--- config.mk ---
export PLATFORM = sky130hd
export DESIGN_NAME = mem_2_axi4_lite
export DESIGN_NICKNAME = d
export VERILOG_FILES = /design/src/rtl/axi4_lite_pkg.sv /design/src/rtl/mem_2_axi4_lite.sv
export SDC_FILE = /design/constraint.sdc
export NUM_CORES = 1
export LEC_CHECK = 0
export CORE_MARGIN = 10
export CORE_UTILIZATION = 38
export CTS_BUF_LIST = sky130_fd_sc_hd__clkbuf_8
export CTS_CLUSTER_DIAMETER = 120
export DETAILED_ROUTE_END_ITERATION = 16
export HOLD_SLACK_MARGIN = 0.15
export PLACE_DENSITY = 0.84
export SLEW_MARGIN = 30
export SYNTH_ARGS = -nofsm -noshare
export SYNTH_HDL_FRONTEND = slang
export SYNTH_SLANG_ARGS = --single-unit
--- constraint.sdc ---
create_clock -name clk -period 2.1 [get_ports clk]
set_input_delay 0.42 -clock clk [delete_from_list [all_inputs] [get_ports clk]]
set_output_delay 0.42 -clock clk [all_outputs]
set_load 0.005 [all_outputs]
--- src/rtl/axi4_lite_pkg.sv ---
// Shared AXI4-Lite definitions: response codes and default protection bits.
// Used by both the master and the slave memory bridges.
package axi4_lite_pkg;

    typedef enum logic [1:0] {
        OKAY   = 2'b00,
        EXOKAY = 2'b01,
        SLVERR = 2'b10,
        DECERR = 2'b11
    } resp_t;

    localparam logic [2:0] PROT_DEFAULT = 3'b000;

endpackage

--- src/rtl/mem_2_axi4_lite.sv ---
// Memory-style requester to AXI4-Lite master bridge, one transaction in flight.
// Define MEM_2_AXI4_LITE_WSTRB_EN to add the mem_wstrb byte-enable input.
module mem_2_axi4_lite
    import axi4_lite_pkg::*;
#(
    parameter int ALEN     = 10,
    parameter int DLEN     = 32,
    parameter int AXI_ALEN = 32
) (
    input  logic                clk,
    input  logic                rstn,

    output logic                mem_ready,
    input  logic                mem_wen,
    input  logic [ALEN-1:0]     mem_waddr,
    input  logic [DLEN-1:0]     mem_wdata,
`ifdef MEM_2_AXI4_LITE_WSTRB_EN
    input  logic [DLEN/8-1:0]   mem_wstrb,
`endif
    input  logic                mem_ren,
    input  logic [ALEN-1:0]     mem_raddr,
    output logic [DLEN-1:0]     mem_rdata,
    output logic                mem_rvalid,
    output logic                mem_wdone,
    output logic                mem_err,

    output logic [AXI_ALEN-1:0] awaddr,
    output logic [2:0]          awprot,
    output logic                awvalid,
    input  logic                awready,

    output logic [DLEN-1:0]     wdata,
    output logic [DLEN/8-1:0]   wstrb,
    output logic                wvalid,
    input  logic                wready,

    input  logic [1:0]          bresp,
    input  logic                bvalid,
    output logic                bready,

    output logic [AXI_ALEN-1:0] araddr,
    output logic [2:0]          arprot,
    output logic                arvalid,
    input  logic                arready,

    input  logic [DLEN-1:0]     rdata,
    input  logic [1:0]          rresp,
    input  logic                rvalid,
    output logic                rready
);

    localparam int SLEN = DLEN / 8;
    localparam int OFFW = $clog2(SLEN);

    if ((DLEN % 8) != 0) begin : g_dlen_chk
        $error("DLEN must be a multiple of 8");
    end
    if (AXI_ALEN < ALEN + OFFW) begin : g_alen_chk
        $error("AXI_ALEN too small for ALEN word addresses");
    end

    typedef enum logic [2:0] {
        IDLE,
        WR,
        WR_AW,
        WR_W,
        WR_B,
        RD_A,
        RD_R
    } state_e;

    state_e            state_q, state_d;
    logic [ALEN-1:0]   addr_q, addr_d;
    logic [DLEN-1:0]   wdata_q, wdata_d;
    logic [DLEN-1:0]   rdata_q, rdata_d;
    logic              rvalid_q, rvalid_d;
    logic              wdone_q, wdone_d;
    logic              err_q, err_d;
`ifdef MEM_2_AXI4_LITE_WSTRB_EN
    logic [SLEN-1:0]   wstrb_q, wstrb_d;
`endif

    always_ff @(posedge clk or negedge rstn) begin
        if (!rstn) begin
            state_q  <= IDLE;
            addr_q   <= '0;
            wdata_q  <= '0;
            rdata_q  <= '0;
            rvalid_q <= 1'b0;
            wdone_q  <= 1'b0;
            err_q    <= 1'b0;
`ifdef MEM_2_AXI4_LITE_WSTRB_EN
            wstrb_q  <= '0;
`endif
        end else begin
            state_q  <= state_d;
            addr_q   <= addr_d;
            wdata_q  <= wdata_d;
            rdata_q  <= rdata_d;
            rvalid_q <= rvalid_d;
            wdone_q  <= wdone_d;
            err_q    <= err_d;
`ifdef MEM_2_AXI4_LITE_WSTRB_EN
            wstrb_q  <= wstrb_d;
`endif
        end
    end

    // AW and W complete independently; WR_B is reached once both are done.
    always_comb begin
        state_d = state_q;
        unique case (state_q)
            IDLE: begin
                if (mem_wen)      state_d = WR;
                else if (mem_ren) state_d = RD_A;
            end
            WR: begin
                if (awready && wready) state_d = WR_B;
                else if (awready)      state_d = WR_W;
                else if (wready)       state_d = WR_AW;
            end
            WR_AW:   if (awready) state_d = WR_B;
            WR_W:    if (wready)  state_d = WR_B;
            WR_B:    if (bvalid)  state_d = IDLE;
            RD_A:    if (arready) state_d = RD_R;
            RD_R:    if (rvalid)  state_d = IDLE;
            default: state_d = IDLE;
        endcase
    end

    always_comb begin
        addr_d   = addr_q;
        wdata_d  = wdata_q;
        rdata_d  = rdata_q;
        rvalid_d = 1'b0;
        wdone_d  = 1'b0;
        err_d    = 1'b0;
`ifdef MEM_2_AXI4_LITE_WSTRB_EN
        wstrb_d  = wstrb_q;
`endif
        if (state_q == IDLE) begin
            if (mem_wen) begin
                addr_d  = mem_waddr;
                wdata_d = mem_wdata;
`ifdef MEM_2_AXI4_LITE_WSTRB_EN
                wstrb_d = mem_wstrb;
`endif
            end else if (mem_ren) begin
                addr_d = mem_raddr;
            end
        end
        if (state_q == WR_B && bvalid) begin
            wdone_d = 1'b1;
            err_d   = resp_t'(bresp) != OKAY;
        end
        if (state_q == RD_R && rvalid) begin
            rvalid_d = 1'b1;
            rdata_d  = rdata;
            err_d    = resp_t'(rresp) != OKAY;
        end
    end

    always_comb begin
        mem_ready = state_q == IDLE;
        awvalid   = state_q == WR || state_q == WR_AW;
        wvalid    = state_q == WR || state_q == WR_W;
        bready    = state_q == WR_B;
        arvalid   = state_q == RD_A;
        rready    = state_q == RD_R;
    end

    assign awaddr     = AXI_ALEN'(addr_q) << OFFW;
    assign araddr     = AXI_ALEN'(addr_q) << OFFW;
    assign awprot     = PROT_DEFAULT;
    assign arprot     = PROT_DEFAULT;
    assign wdata      = wdata_q;
`ifdef MEM_2_AXI4_LITE_WSTRB_EN
    assign wstrb      = wstrb_q;
`else
    assign wstrb      = '1;
`endif
    assign mem_rdata  = rdata_q;
    assign mem_rvalid = rvalid_q;
    assign mem_wdone  = wdone_q;
    assign mem_err    = err_q;

    a_aw_stable: assert property (@(posedge clk) disable iff (!rstn)
        awvalid && !awready |=> awvalid && $stable(awaddr));
    a_w_stable: assert property (@(posedge clk) disable iff (!rstn)
        wvalid && !wready |=> wvalid && $stable(wdata) && $stable(wstrb));
    a_ar_stable: assert property (@(posedge clk) disable iff (!rstn)
        arvalid && !arready |=> arvalid && $stable(araddr));
    a_idle_quiet: assert property (@(posedge clk) disable iff (!rstn)
        state_q == IDLE |-> !(awvalid || wvalid || arvalid));
    a_done_excl: assert property (@(posedge clk) disable iff (!rstn)
        !(mem_rvalid && mem_wdone));

endmodule

==> qor.yml, run 1 <==
routing:
  wl_met2_um: 5330
  ant_nets: 0
  drtPass1Iterations: 4
  drcViolationCount: 0
  wl_per_cell_um: 17.7
  wl_met1_um: 4130
  routed-via-count: 2758
  wl_um: 11100
  highest_layer: "met4"
  drtIter0Drc: 89
  route.met3.wl_um: 1470
  via_per_inst: 4.42
die:
  die_h_um: 120
  dieArea_sq_um: 14400
  ios: 244
  coreArea_sq_um: 9770
  chipWidth_um: 120
  row_count: 36
  start_util: 0.389
clock_network:
  cts_inserted_buffers: 9
  cts_tree: "built"
  cts_max_level: 3
  clkTransAtPathRegs_ps: 80
  clockBufferDepth: 2
  worstSkewPairLatency_ps: 340
  numClockSinks: 80
  clock-root-buffer: "clkbuf_8"
grt:
  grt_pass1_vias: 3078
  antenna_found_initial: 0
  grt.total_usage: 0.147
  grt_overflow: 0
  grt_max_degree: 43
  grt_pass1_wl_um: 16900
worst_setup_path:
  crit_type: "register to output pin"
  crit_fanout: 6
  cp_data_arrival_time_ps: 1570
  end_kind: "output pin"
  critPathRequiredTime_ps: 1680
  crit_path_start_kind: "register"
finish:
  fin_util: 0.603
  layout.nets: 584
  drive_gt1_frac: 0.212
  antenna_cells: 0
  syn_to_final_growth_pct: 55.1
power:
  vdd_drop_max_mv: 0.689
  leakage_uw: 0.00261
  power_density_nw_per_um2: 1320
  finalPower_uw: 7810
synth:
  syn_area_per_cell_sq_um: 12.8
  yosysTopAreaCellShare: 0.527
  yosysTopAreaCell: "dfrtp_1"
  synth.distinct_cells: 37
  synthCells: 296
  ys_warn_count: 0
  synth-seq-cells: 80
  synth_seq_area_share: 0.527
  yosys-top-cells-area: "dfrtp_1 (53%), mux2_2 (18%), buf_4 (14%)"
  synth_area_sq_um: 3800
timing:
  setup_viol: 0
  tightest_slew_ps: 642
  whs_ps: 500
  slew_violations: 0
  max_clock_freq_mhz: 503
  post-route-min-period_ps: 1990
  relSlewSlack: 0.572
  tns_ps: 0
  period_share: 0.947
  rsz0062_at_grt: "no"
  clock_skew_ps: 9.43
  hold_viol_final: 0
outcome:
  status: "complete, no violations"
placed_design:
  post-dp-hpwl_um: 8650
  port_buffers: 189
  gp_congestion: 0.753
job:
  cap_viol_max_count: 0
worst_hold_path:
  hp-class: "register to register"
==> sequential cells by signal, summed over array words and instances, names as in the netlist <==
register	count
addr_q	10
mem_rvalid	1
mem_wdone	1
wdata	32
state_q	3
mem_err	1
mem_rdata	32
==> worst paths after layout <==
kind / slack [ps] / to / cells past startpoint / from
worst max-delay path: 110 / mem_ready / 4 / state_q[0]$_DFFE_PN0P_
worst min-delay path: 500 / wdata[16]$_DFFE_PN0P_ / 1 / wdata[16]$_DFFE_PN0P_
worst max register to register: 210 / addr_q[1]$_DFFE_PN0P_ / 6 / state_q[0]$_DFFE_PN0P_
worst min register to register: 500 / wdata[16]$_DFFE_PN0P_ / 1 / wdata[16]$_DFFE_PN0P_
max in group asynchronous: 890 / mem_rdata[12]$_DFFE_PN0P_ / 3 / rstn
min in group asynchronous: 610 / wdata[15]$_DFFE_PN0P_ / 2 / rstn
==> Yosys cell counts (all sizes together) <==
cell type  instances
o31ai              1
a211oi             1
nand3b             1
nor3b              1
nand2              1
clkbuf             3
o22ai              2
and3b              1
nor2b              2
nor2              15
a21oi             13
xor2               1
o21a               1
buf               74
o21ai              6
or4                1
nand2b             2
mux2i             10
dfrtp             80
and2b              2
a2111oi            1
o41ai              1
and2               4
a32o               1
inv                3
conb               2
mux2              65
nor3               1
==> metal layers <==
| layer | GRT usage | vias up |
|---|---|---|
| li1 | - | 1268 |
| met1 | 0.154 | 1310 |
| met2 | 0.239 | 169 |
| met3 | 0.0961 | 11 |
| met4 | 0.0422 | 0 |
| met5 | 0 | - |
==> power by group <==
group,internal (uW),total (uW),switching (uW)
Clock,782,1350,569
Sequential,2300,2740,440
Combinational,2490,3720,1230
Total,5560,7810,2240
==> per-stage QoR <==
step / cells / worst slack, ps / area [sq um]
after floorplan: 348 / 483 / 3990
after global placement: 599 / 59.2 / 5570
after detailed placement: 599 / 23.8 / 5570
after CTS: 621 / -13.3 / 5870
after global routing: 624 / 65.6 / 5890
final: 624 / 111 / 5890
==> cells by family (layout without fill, tap and decap cells) <==
family	after synthesis	count (layout)	synth area share
and+or+nand+nor	31	31	0.0481
AOI/OAI and AO/OA	27	27	0.0494
other	2	54	0.00198
DFF	80	80	0.527
xor gates and xnor gates	1	1	0.00231
muxes	75	75	0.220
buffers and inverters	80	223	0.151
==> layout make-up <==
class | count | area (sq um)
Clock buffer | 9 | 124
Clock inverter | 6 | 109
Fill cell | 789 | 3880
Inverter | 3 | 11.3
Multi-Input combinational cell | 188 | 1430
Sequential cell | 80 | 2000
Tap cell | 133 | 166
Timing Repair Buffer | 205 | 2050
==> cells in the final DEF, fill, tap and decap left out, types with 2 or more instances in the layout <==
| cell | Yosys | final |
|---|---|---|
| mux2_2 | 61 | 61 |
| nor2_1 | 15 | 15 |
| clkinv_2 | 0 | 2 |
| mux2_1 | 3 | 3 |
| bufinv_16 | 0 | 3 |
| dfrtp_1 | 80 | 78 |
| buf_12 | 0 | 3 |
| inv_1 | 3 | 3 |
| dlygate4sd2_1 | 0 | 3 |
| a21oi_1 | 12 | 12 |
| and2_1 | 4 | 4 |
| conb_1 | 2 | 54 |
| dlymetal6s2s_1 | 0 | 2 |
| clkdlybuf4s50_1 | 0 | 182 |
| mux2i_1 | 10 | 10 |
| buf_4 | 70 | 12 |
| o21ai_0 | 6 | 6 |
| clkbuf_8 | 0 | 9 |
| dfrtp_2 | 0 | 2 |
| o22ai_1 | 2 | 2 |
| nand2b_1 | 2 | 2 |
==> critical path: stages (launching register included) <==
cell           delay [ps]
dfrtp_2               460
buf_4                 150
buf_4                 120
nor3_2                220
dlygate4sd2_1         280
==> timing repair <==
item / in CTS / in global routing
resized for setup: 8 / 5
buffers inserted: 6 / 3
setup endpoints to repair: 6 / 2
hold buffers: 1 / 0
hold endpoints to repair: 38 / 0
(Power assumes the default switching activity.)
==> run 2: changes to the inputs <==
CTS_CLUSTER_SIZE = 20   (was unset)
==> results of run 2 <==
Final layout, timing and power as in run 1 (identical DEF).
